===== config.mk =====
export PLATFORM = sky130hd
export DESIGN_NAME = ped_crossing_scheduler
export DESIGN_NICKNAME = d
export VERILOG_FILES = /design/src/rtl/traffic_pkg.sv /design/src/rtl/ped_debounce.sv /design/src/rtl/ped_crossing_scheduler.sv
export SDC_FILE = /design/constraint.sdc
export NUM_CORES = 1
export LEC_CHECK = 0
export ABC_AREA = 1
export CAP_MARGIN = 20
export CORE_MARGIN = 5
export CORE_UTILIZATION = 35
export CTS_CLUSTER_DIAMETER = 60
export DETAILED_ROUTE_END_ITERATION = 10
export SLEW_MARGIN = 30
export SYNTH_ARGS = -nofsm -noshare
export SYNTH_HDL_FRONTEND = slang
export SYNTH_SLANG_ARGS = --single-unit

===== constraint.sdc =====
create_clock -name clk -period 6.3 [get_ports clk]
set_input_delay 1.89 -clock clk [delete_from_list [all_inputs] [get_ports clk]]
set_output_delay 1.89 -clock clk [all_outputs]
set_load 0.1 [all_outputs]

===== src/rtl/traffic_pkg.sv =====
`default_nettype none
// +----------------------------------------------------------------------+
// | Module      : traffic_pkg                                            |
// | Description : Shared state encoding and default timing constants for |
// |               the intersection light controller and the pedestrian   |
// |               crossing scheduler.                                    |
// | Revision    : 1.0 - initial release                                  |
// +----------------------------------------------------------------------+
package traffic_pkg;

    // Pedestrian scheduler phases; IDLE must stay at zero (reset value).
    typedef enum logic [2:0] {
        ST_IDLE     = 3'd0,
        ST_WALK_NS  = 3'd1,
        ST_CLEAR_NS = 3'd2,
        ST_WALK_EW  = 3'd3,
        ST_CLEAR_EW = 3'd4
    } ped_state_t;

    // System clock rate the default timings are derived from.
    localparam int unsigned c_CLK_HZ          = 50_000_000;
    // 10 ms button stability window.
    localparam int unsigned c_DEBOUNCE_CYCLES = c_CLK_HZ / 100;
    // 7 s WALK, 5 s flashing DON'T WALK.
    localparam int unsigned c_WALK_TIME       = c_CLK_HZ * 7;
    localparam int unsigned c_CLEAR_TIME      = c_CLK_HZ * 5;
    // 0.5 s flash half-period, shared with the light controller.
    localparam int unsigned c_FLASH_TIME      = c_CLK_HZ / 2;

endpackage
`default_nettype wire


===== src/rtl/ped_debounce.sv =====
`default_nettype none
// +----------------------------------------------------------------------+
// | Module      : ped_debounce                                           |
// | Description : 2-FF synchronizer, stability counter and registered    |
// |               rising-edge pulse for one raw crosswalk button.        |
// | Revision    : 1.0 - initial release                                  |
// +----------------------------------------------------------------------+
module ped_debounce
    import traffic_pkg::*;
#(
    parameter int unsigned DEBOUNCE_CYCLES = c_DEBOUNCE_CYCLES
) (
    input  logic clk,
    input  logic reset,
    input  logic button_i,
    output logic rise_o
);

    // Counter only needs to reach DEBOUNCE_CYCLES-1.
    localparam int unsigned    c_CW       = (DEBOUNCE_CYCLES > 1) ? $clog2(DEBOUNCE_CYCLES) : 1;
    localparam logic [c_CW-1:0] c_CNT_LAST = c_CW'(DEBOUNCE_CYCLES - 1);
    localparam logic [c_CW-1:0] c_CNT_ONE  = c_CW'(1);

    logic [1:0]      sync_q;
    logic [c_CW-1:0] cnt_q;
    logic            level_q;
    logic            rise_q;

    // Bring the asynchronous button into the clock domain.
    always_ff @(posedge clk or posedge reset) begin
        if (reset) begin
            sync_q <= 2'b00;
        end else begin
            sync_q <= {sync_q[0], button_i};
        end
    end

    // Accept a new level only after it has been seen for the full window;
    // any return to the accepted level restarts the window.
    always_ff @(posedge clk or posedge reset) begin
        if (reset) begin
            cnt_q   <= '0;
            level_q <= 1'b0;
            rise_q  <= 1'b0;
        end else begin
            rise_q <= 1'b0;
            if (sync_q[1] == level_q) begin
                cnt_q <= '0;
            end else if (cnt_q == c_CNT_LAST) begin
                cnt_q   <= '0;
                level_q <= sync_q[1];
                rise_q  <= sync_q[1];
            end else begin
                cnt_q <= cnt_q + c_CNT_ONE;
            end
        end
    end

    assign rise_o = rise_q;

endmodule
`default_nettype wire


===== src/rtl/ped_crossing_scheduler.sv =====
`default_nettype none
// +----------------------------------------------------------------------+
// | Module      : ped_crossing_scheduler                                 |
// | Description : Latches debounced crosswalk presses, requests service  |
// |               from the light controller and sequences the WALK /     |
// |               flashing DON'T WALK heads on the granted green.        |
// | Revision    : 1.0 - initial release                                  |
// +----------------------------------------------------------------------+
module ped_crossing_scheduler
    import traffic_pkg::*;
#(
    parameter int unsigned DEBOUNCE_CYCLES = c_DEBOUNCE_CYCLES,
    parameter int unsigned WALK_TIME       = c_WALK_TIME,
    parameter int unsigned CLEAR_TIME      = c_CLEAR_TIME,
    parameter int unsigned FLASH_TIME      = c_FLASH_TIME
) (
    input  logic clk,
    input  logic reset,
    input  logic ns_button,
    input  logic ew_button,
    input  logic ns_green,
    input  logic ew_green,
    input  logic hold,
    output logic ns_ped_req,
    output logic ew_ped_req,
    output logic ns_walk,
    output logic ns_dont_walk,
    output logic ew_walk,
    output logic ew_dont_walk,
    output logic busy
);

    localparam logic [31:0] c_WALK_LAST  = 32'(WALK_TIME - 1);
    localparam logic [31:0] c_CLEAR_LAST = 32'(CLEAR_TIME - 1);
    localparam logic [31:0] c_FLASH_LAST = 32'(FLASH_TIME - 1);

    ped_state_t  state_q;
    logic [31:0] phase_cnt_q;
    logic [31:0] flash_cnt_q;
    logic        ns_pending_q, ns_pending_d;
    logic        ew_pending_q, ew_pending_d;
    logic        ns_green_prev_q, ew_green_prev_q;
    logic        ns_req_q, ew_req_q;
    logic        ns_walk_q, ns_dw_q, ew_walk_q, ew_dw_q;

    logic        w_ns_rise, w_ew_rise;
    logic        w_both_green;
    logic        w_ns_start, w_ew_start;
    logic        w_ns_active, w_ew_active;

    ped_debounce #(.DEBOUNCE_CYCLES(DEBOUNCE_CYCLES)) u_ns_debounce (
        .clk      (clk),
        .reset    (reset),
        .button_i (ns_button),
        .rise_o   (w_ns_rise)
    );

    ped_debounce #(.DEBOUNCE_CYCLES(DEBOUNCE_CYCLES)) u_ew_debounce (
        .clk      (clk),
        .reset    (reset),
        .button_i (ew_button),
        .rise_o   (w_ew_rise)
    );

    // Both greens at once is an illegal controller state: never start a walk.
    assign w_both_green = ns_green & ew_green;
    assign w_ns_start   = (state_q == ST_IDLE) & ~hold & ~w_both_green &
                          ns_green & ~ns_green_prev_q & ns_pending_q;
    assign w_ew_start   = (state_q == ST_IDLE) & ~hold & ~w_both_green & ~w_ns_start &
                          ew_green & ~ew_green_prev_q & ew_pending_q;
    assign w_ns_active  = (state_q == ST_WALK_NS) | (state_q == ST_CLEAR_NS);
    assign w_ew_active  = (state_q == ST_WALK_EW) | (state_q == ST_CLEAR_EW);

    // Pending flags: cleared when their walk starts, set by a press unless
    // that direction is currently being served.
    always_comb begin
        ns_pending_d = ns_pending_q;
        ew_pending_d = ew_pending_q;
        if (w_ns_start) ns_pending_d = 1'b0;
        if (w_ew_start) ew_pending_d = 1'b0;
        if (w_ns_rise && !w_ns_active) ns_pending_d = 1'b1;
        if (w_ew_rise && !w_ew_active) ew_pending_d = 1'b1;
    end

    // Register pending flags, request levels and previous greens.
    always_ff @(posedge clk or posedge reset) begin
        if (reset) begin
            ns_pending_q    <= 1'b0;
            ew_pending_q    <= 1'b0;
            ns_req_q        <= 1'b0;
            ew_req_q        <= 1'b0;
            ns_green_prev_q <= 1'b0;
            ew_green_prev_q <= 1'b0;
        end else begin
            ns_pending_q    <= ns_pending_d;
            ew_pending_q    <= ew_pending_d;
            ns_req_q        <= ns_pending_q & ew_green & ~hold & ~w_both_green;
            ew_req_q        <= ew_pending_q & ns_green & ~hold & ~w_both_green;
            ns_green_prev_q <= ns_green;
            ew_green_prev_q <= ew_green;
        end
    end

    // Phase FSM with registered signal heads; hold forces a clean IDLE.
    always_ff @(posedge clk or posedge reset) begin
        if (reset) begin
            state_q     <= ST_IDLE;
            phase_cnt_q <= '0;
            flash_cnt_q <= '0;
            ns_walk_q   <= 1'b0;
            ns_dw_q     <= 1'b1;
            ew_walk_q   <= 1'b0;
            ew_dw_q     <= 1'b1;
        end else if (hold) begin
            state_q     <= ST_IDLE;
            phase_cnt_q <= '0;
            flash_cnt_q <= '0;
            ns_walk_q   <= 1'b0;
            ns_dw_q     <= 1'b1;
            ew_walk_q   <= 1'b0;
            ew_dw_q     <= 1'b1;
        end else begin
            phase_cnt_q <= phase_cnt_q + 32'd1;
            flash_cnt_q <= '0;
            case (state_q)
                ST_IDLE: begin
                    phase_cnt_q <= '0;
                    if (w_ns_start) begin
                        state_q   <= ST_WALK_NS;
                        ns_walk_q <= 1'b1;
                        ns_dw_q   <= 1'b0;
                    end else if (w_ew_start) begin
                        state_q   <= ST_WALK_EW;
                        ew_walk_q <= 1'b1;
                        ew_dw_q   <= 1'b0;
                    end
                end
                ST_WALK_NS: begin
                    if (!ns_green || phase_cnt_q == c_WALK_LAST) begin
                        state_q     <= ST_CLEAR_NS;
                        phase_cnt_q <= '0;
                        ns_walk_q   <= 1'b0;
                        ns_dw_q     <= 1'b1;
                    end
                end
                ST_CLEAR_NS: begin
                    if (phase_cnt_q == c_CLEAR_LAST) begin
                        state_q     <= ST_IDLE;
                        phase_cnt_q <= '0;
                        ns_dw_q     <= 1'b1;
                    end else if (flash_cnt_q == c_FLASH_LAST) begin
                        ns_dw_q <= ~ns_dw_q;
                    end else begin
                        flash_cnt_q <= flash_cnt_q + 32'd1;
                    end
                end
                ST_WALK_EW: begin
                    if (!ew_green || phase_cnt_q == c_WALK_LAST) begin
                        state_q     <= ST_CLEAR_EW;
                        phase_cnt_q <= '0;
                        ew_walk_q   <= 1'b0;
                        ew_dw_q     <= 1'b1;
                    end
                end
                ST_CLEAR_EW: begin
                    if (phase_cnt_q == c_CLEAR_LAST) begin
                        state_q     <= ST_IDLE;
                        phase_cnt_q <= '0;
                        ew_dw_q     <= 1'b1;
                    end else if (flash_cnt_q == c_FLASH_LAST) begin
                        ew_dw_q <= ~ew_dw_q;
                    end else begin
                        flash_cnt_q <= flash_cnt_q + 32'd1;
                    end
                end
                default: begin
                    state_q     <= ST_IDLE;
                    phase_cnt_q <= '0;
                    ns_walk_q   <= 1'b0;
                    ns_dw_q     <= 1'b1;
                    ew_walk_q   <= 1'b0;
                    ew_dw_q     <= 1'b1;
                end
            endcase
        end
    end

    assign ns_ped_req   = ns_req_q;
    assign ew_ped_req   = ew_req_q;
    assign ns_walk      = ns_walk_q;
    assign ns_dont_walk = ns_dw_q;
    assign ew_walk      = ew_walk_q;
    assign ew_dont_walk = ew_dw_q;
    assign busy         = (state_q != ST_IDLE);

endmodule
`default_nettype wire


; Yosys cells after proc, flatten, opt, wreduce, memory -nomap -nowiden
; Cells that the tools add are included.
[word_totals]
inputBits = 7
out_inout_bits = 7
register_bits = 123
[op_classes]
bitwise = 27
reduce_logical = 24
eq_ne = 24
add_sub_neg = 4
muxes = 48
[ops]
columns = op, count
row1 = 32-bit two-way mux, 8
row2 = 32-bit case mux with 3 select lines, 1
row3 = 19-bit two-way mux, 4
row4 = "32-bit by 1-bit adder with 32-bit output, second input constant", 2
row5 = "19-bit by 1-bit adder with 19-bit output, second input constant", 2
row6 = "19-bit equality test, second input constant", 2
row7 = "32-bit by 25-bit equality test with 1-bit output, second input constant", 1
row8 = "32-bit by 28-bit equality test with 1-bit output, second input constant", 1
row9 = "32-bit by 29-bit equality test with 1-bit output, second input constant", 1
row10 = 1-bit two-way mux, 24
row11 = 3-bit two-way mux, 6
row12 = 1-bit AND, 16
row13 = 3-bit case mux with 4 select lines, 1
row14 = 4-bit AND reduction, 3
row15 = "3-bit != test, second input constant", 3
row16 = 1-bit NOT, 9
row17 = "2-bit by 1-bit != test with 1-bit output, second input constant", 4
row18 = "4-bit by 2-bit != test with 1-bit output, second input constant", 2
row19 = 1-bit case mux with 4 select lines, 2
row20 = "3-bit by 2-bit equality test with 1-bit output, second input constant", 2
row21 = "3-bit by 2-bit != test with 1-bit output, second input constant", 2
row22 = 1-bit case mux with 3 select lines, 2
row23 = 2-bit OR reduction, 3
row24 = 3-bit OR reduction, 2
row25 = 15 further kinds, 24

; Logic depth before layout (Yosys ltp)
[depth]
word_depth = 15
mapped_depth = 11
ltp_nobuf = 11

; By module
; A second synthesis with hierarchy kept.
[unflattened]
hier_cells = 1001
hier_area_um2 = 7414.6
[modules_own_cells]
columns = module, n_inst, cells_per_inst, area_each_um2
row1 = ped_crossing_scheduler, 1, 688, 4848.4
row2 = ped_debounce at u_ew_debounce, 1, 157, 1302.5
row3 = ped_debounce at u_ns_debounce, 1, 156, 1263.7

; Least setup slack after synthesis
; OpenSTA, ideal clock, no wires.
[synth_timing]
kind = reg-to-output
from = reg state_q[0]
to = out busy
path_buffers = 0
path_stages_with_launch = 3
setup_slack_ns = 3.314
arrival_ns = 1.096
required_ns = 4.410
path_cell_list = dfrtp_1 -> nor2_2 -> nand2_1
[synth_via]
elab_chain_cells = 1
[synth_rtl]
columns = item, line
row1 = from (decl), ped_crossing_scheduler.sv:37  ; ped_state_t state_q;
row2 = from (signal assigned), ped_crossing_scheduler.sv:107  ; state_q <= ST_IDLE;
row3 = from (signal assigned), ped_crossing_scheduler.sv:115  ; state_q <= ST_IDLE;
row4 = from (signal assigned), ped_crossing_scheduler.sv:129  ; state_q <= ST_WALK_NS;
row5 = 3-bit nonzero test, ped_crossing_scheduler.sv:194  ; assign busy = (state_q != ST_IDLE);
row6 = to (decl), ped_crossing_scheduler.sv:30  ; output logic busy
; Every way passes these cells.

; Worst setup path in the final report
[layout_timing]
from = reg ew_dw_q (netlist: ew_dont_walk)
to = out ew_dont_walk
[layout_lines]
columns = item, line
row1 = from (decl), ped_crossing_scheduler.sv:44  ; logic ns_walk_q, ns_dw_q, ew_walk_q, ew_dw_q;
row2 = from (signal assigned), ped_crossing_scheduler.sv:171  ; ew_dw_q <= ~ew_dw_q;
row3 = to (decl), ped_crossing_scheduler.sv:29  ; output logic ew_dont_walk,
; No word-level cell between the ends.

==> results_dict.tcl <==
set metrics [dict create \
    status "completed" \
    dr_total_vias 6117 \
    cp_slowest_cell "clkdlybuf4s50_1" \
    ys_ff_latch 123 \
    postRouteAntennaNets 0 \
    track_usage_pct 14.3 \
    grt_pass1_vias 5970 \
    setup_violations 0 \
    first_pass_iters 5 \
    crit_type "register to primary output" \
    clk_latency_ps 410 \
    place_congestion 0.861 \
    drt-initial-drc-count 310 \
    yosysTopAreaCell "dfrtp_1" \
    path_cells "clkdlybuf4s50_1" \
    hold_depth 0 \
    design_area_mm2 0.00812 \
    dieArea_mm2 0.0233 \
    cp_top_family "buffers and inverters" \
    fin_crit_sh_pct 64.1 \
    synth_top_cell_area_share_pct 42.6 \
    rsz0062_at_grt "false" \
    yosys-top-cells-area "dfrtp_1, nand2_1, inv_1, nor2_1, nand3_1" \
    cts_tree "done" \
    cts_max_level 4 \
    synth_flop_cell "dfrtp_1" \
    hold_slack_ps 347 \
    clk_pin_slew_ps 60 \
    port_buffers 13 \
    tns_ps 0 \
    io_pins 14 \
    final.setup_skew_ps 8.78 \
    synth_nets 989 \
    crit_fanout 3 \
    cap_violations 0 \
    areaGrowthSynthToFinish_pct 14.2 \
    clockRootBuffer "clkbuf_16" \
    maxSlewHeadroom_pct 35.1 \
    hold_start "u_ns_debounce.sync_q[0]" \
    cts_made_buffers 17 \
    hold_viol 0 \
    layout.nets 1016 \
    holdBufCountCts 0 \
    grt_overflow 0 \
    fin_crit_ps 4040 \
    syn_inst 978 \
    antenna_cells 0 \
    holdPathEnd "u_ns_debounce.sync_q[1]" \
    leakage_nw 3.74 \
    hpwl_mm 12.0 \
    r2r_start "phase_cnt_q[0]" \
    syn_area_per_cell_um2 7.27 \
    seq_area_frac_synth_pct 43.4 \
    clock_path_buffers 2 \
    post-place-ws_ps 2400 \
    max_freq_mhz 248 \
    final_max_slew_viol_count 0 \
    ir_worst_vdd_v 0.000209 \
    cts.sinks 123 \
    rrSetupSlack_ps 4130 \
    p_per_area_mw_per_mm2 267 \
    reg2regPathDepth 10 \
    num_rows 52 \
    worst_pin_slew_ps 971 \
    setup_ws_ps 2260 \
    drc 0 \
    hp-class "register to register" \
    antenna_found_initial 0 \
    cp.required_ps 4410 \
    dieWidth_um 152 \
    via_per_inst 4.75 \
    cp-start-kind "register" \
    yosysWarnings 0 \
    reg2reg_to "phase_cnt_q[26]" \
    grt_max_degree 69 \
    stdcell_count 1288 \
    worst_path_largest_cell_delay_ps 1150 \
    async_flop_share_pct 100 \
    critPathBufInv 1 \
    place_area_mm2 0.00753 \
    die_height_um 152 \
    synth_area_mm2 0.00711 \
    fill_cells 2093 \
    drt-total-wl_mm 16.0 \
    start_util_pct 35.3 \
    cts_setup_buffers 0 \
    drive_gt1_share_pct 8.84 \
    synth_cell_types 38 \
    core_mm2 0.0201 \
    end_kind "primary output" \
    grt_pass1_wl_mm 28.0 \
    wl_per_cell_um 12.4 \
    arrival_ps 2150 \
    place_inst 1256 \
    ctsResizeCount 0 \
    synth_edf_count 0 \
]
-- placed cells by master, fill, tap and decap left out, types with 11 or more instances in the layout --
| cell type | n |
|---|---|
| clkbuf_16 | 17 |
| inv_2 | 11 |
| nor2_1 | 142 |
| inv_1 | 151 |
| o21ai_0 | 24 |
| nand4_1 | 29 |
| nor2_2 | 15 |
| dfrtp_1 | 121 |
| xor2_1 | 22 |
| clkdlybuf4s50_1 | 13 |
| nand3_1 | 78 |
| a21oi_1 | 19 |
| nor3_1 | 47 |
| nand2_1 | 239 |
-- routing by layer --
metal	up-vias	GRT usage, %	routed length [µm]
met3	15	3.49	521
met1	2839	19.1	7850
met5	-	0	0
met2	92	23.5	7430
met4	0	3.73	219
li1	3171	-	-
-- sequential cells by signal, summed over array words and instances, names as in the netlist --
signal / cells
u_ew_debounce.level_q: 1
u_ns_debounce.level_q: 1
u_ew_debounce.rise_o: 1
u_ns_debounce.rise_o: 1
ns_ped_req: 1
phase_cnt_q: 32
u_ns_debounce.sync_q: 2
ew_ped_req: 1
flash_cnt_q: 32
state_q: 3
ew_walk: 1
ns_green_prev_q: 1
ew_green_prev_q: 1
ew_dont_walk: 1
ew_pending_q: 1
ns_dont_walk: 1
u_ew_debounce.cnt_q: 19
ns_pending_q: 1
ns_walk: 1
u_ns_debounce.cnt_q: 19
u_ew_debounce.sync_q: 2
-- through the flow --
step	utilization (%)	total power [mW]
2_1_floorplan	-	1.16
6_report	40.4	2.17
3_5_place_dp	37.4	1.23
3_3_place_gp	37.4	1.23
5_1_grt	40.4	2.27
4_1_cts	40.4	2.19
-- cell type report --
class                           instances  area (µm²)  area share [%]
Inverter                              163         617            7.60
Multi-Input combinational cell        685        3350            41.3
Timing Repair Buffer                   15         145            1.79
Tap cell                              270         338            4.16
Sequential cell                       123        3080            38.0
Clock buffer                           18         439            5.41
Clock inverter                         14         146            1.80
-- how the worst max path moves through the flow --
stage | from | end | cells after the start
detailed placement | hold | state_q[2] | 9
floorplan | reset | ew_green_prev_q | 1
global placement | hold | state_q[1] | 9
global route | state_q[0] | busy | 3
finish | ew_dont_walk | ew_dont_walk | 1
CTS | state_q[0] | busy | 3
-- where the power goes --
part | leakage, nW | switching, mW | total [mW] | internal (mW)
Combinational | 1.77 | 0.266 | 0.355 | 0.0890
Clock | 0.282 | 0.363 | 0.955 | 0.592
Sequential | 1.69 | 0.0317 | 0.857 | 0.825
Total | 3.74 | 0.660 | 2.17 | 1.51
-- cell families (layout without fill, tap and decap cells) --
logic type | count (synthesis) | in the layout | synth area share, %
compound gates | 56 | 56 | 4.42
buf+inv | 170 | 210 | 9.51
xor+xnor | 30 | 30 | 3.70
flops | 123 | 123 | 43.4
fa+ha+maj | 4 | 4 | 0.704
simple gates | 595 | 595 | 38.3
-- Yosys cell counts (11+ instances only) --
cell type	n
a21oi_1	19
dfrtp_1	121
inv_1	152
inv_2	11
nand2_1	239
nand3_1	78
nand4_1	29
nor2_1	142
nor2_2	15
nor3_1	47
o21ai_0	24
xor2_1	22
(Power assumes the default switching activity.)
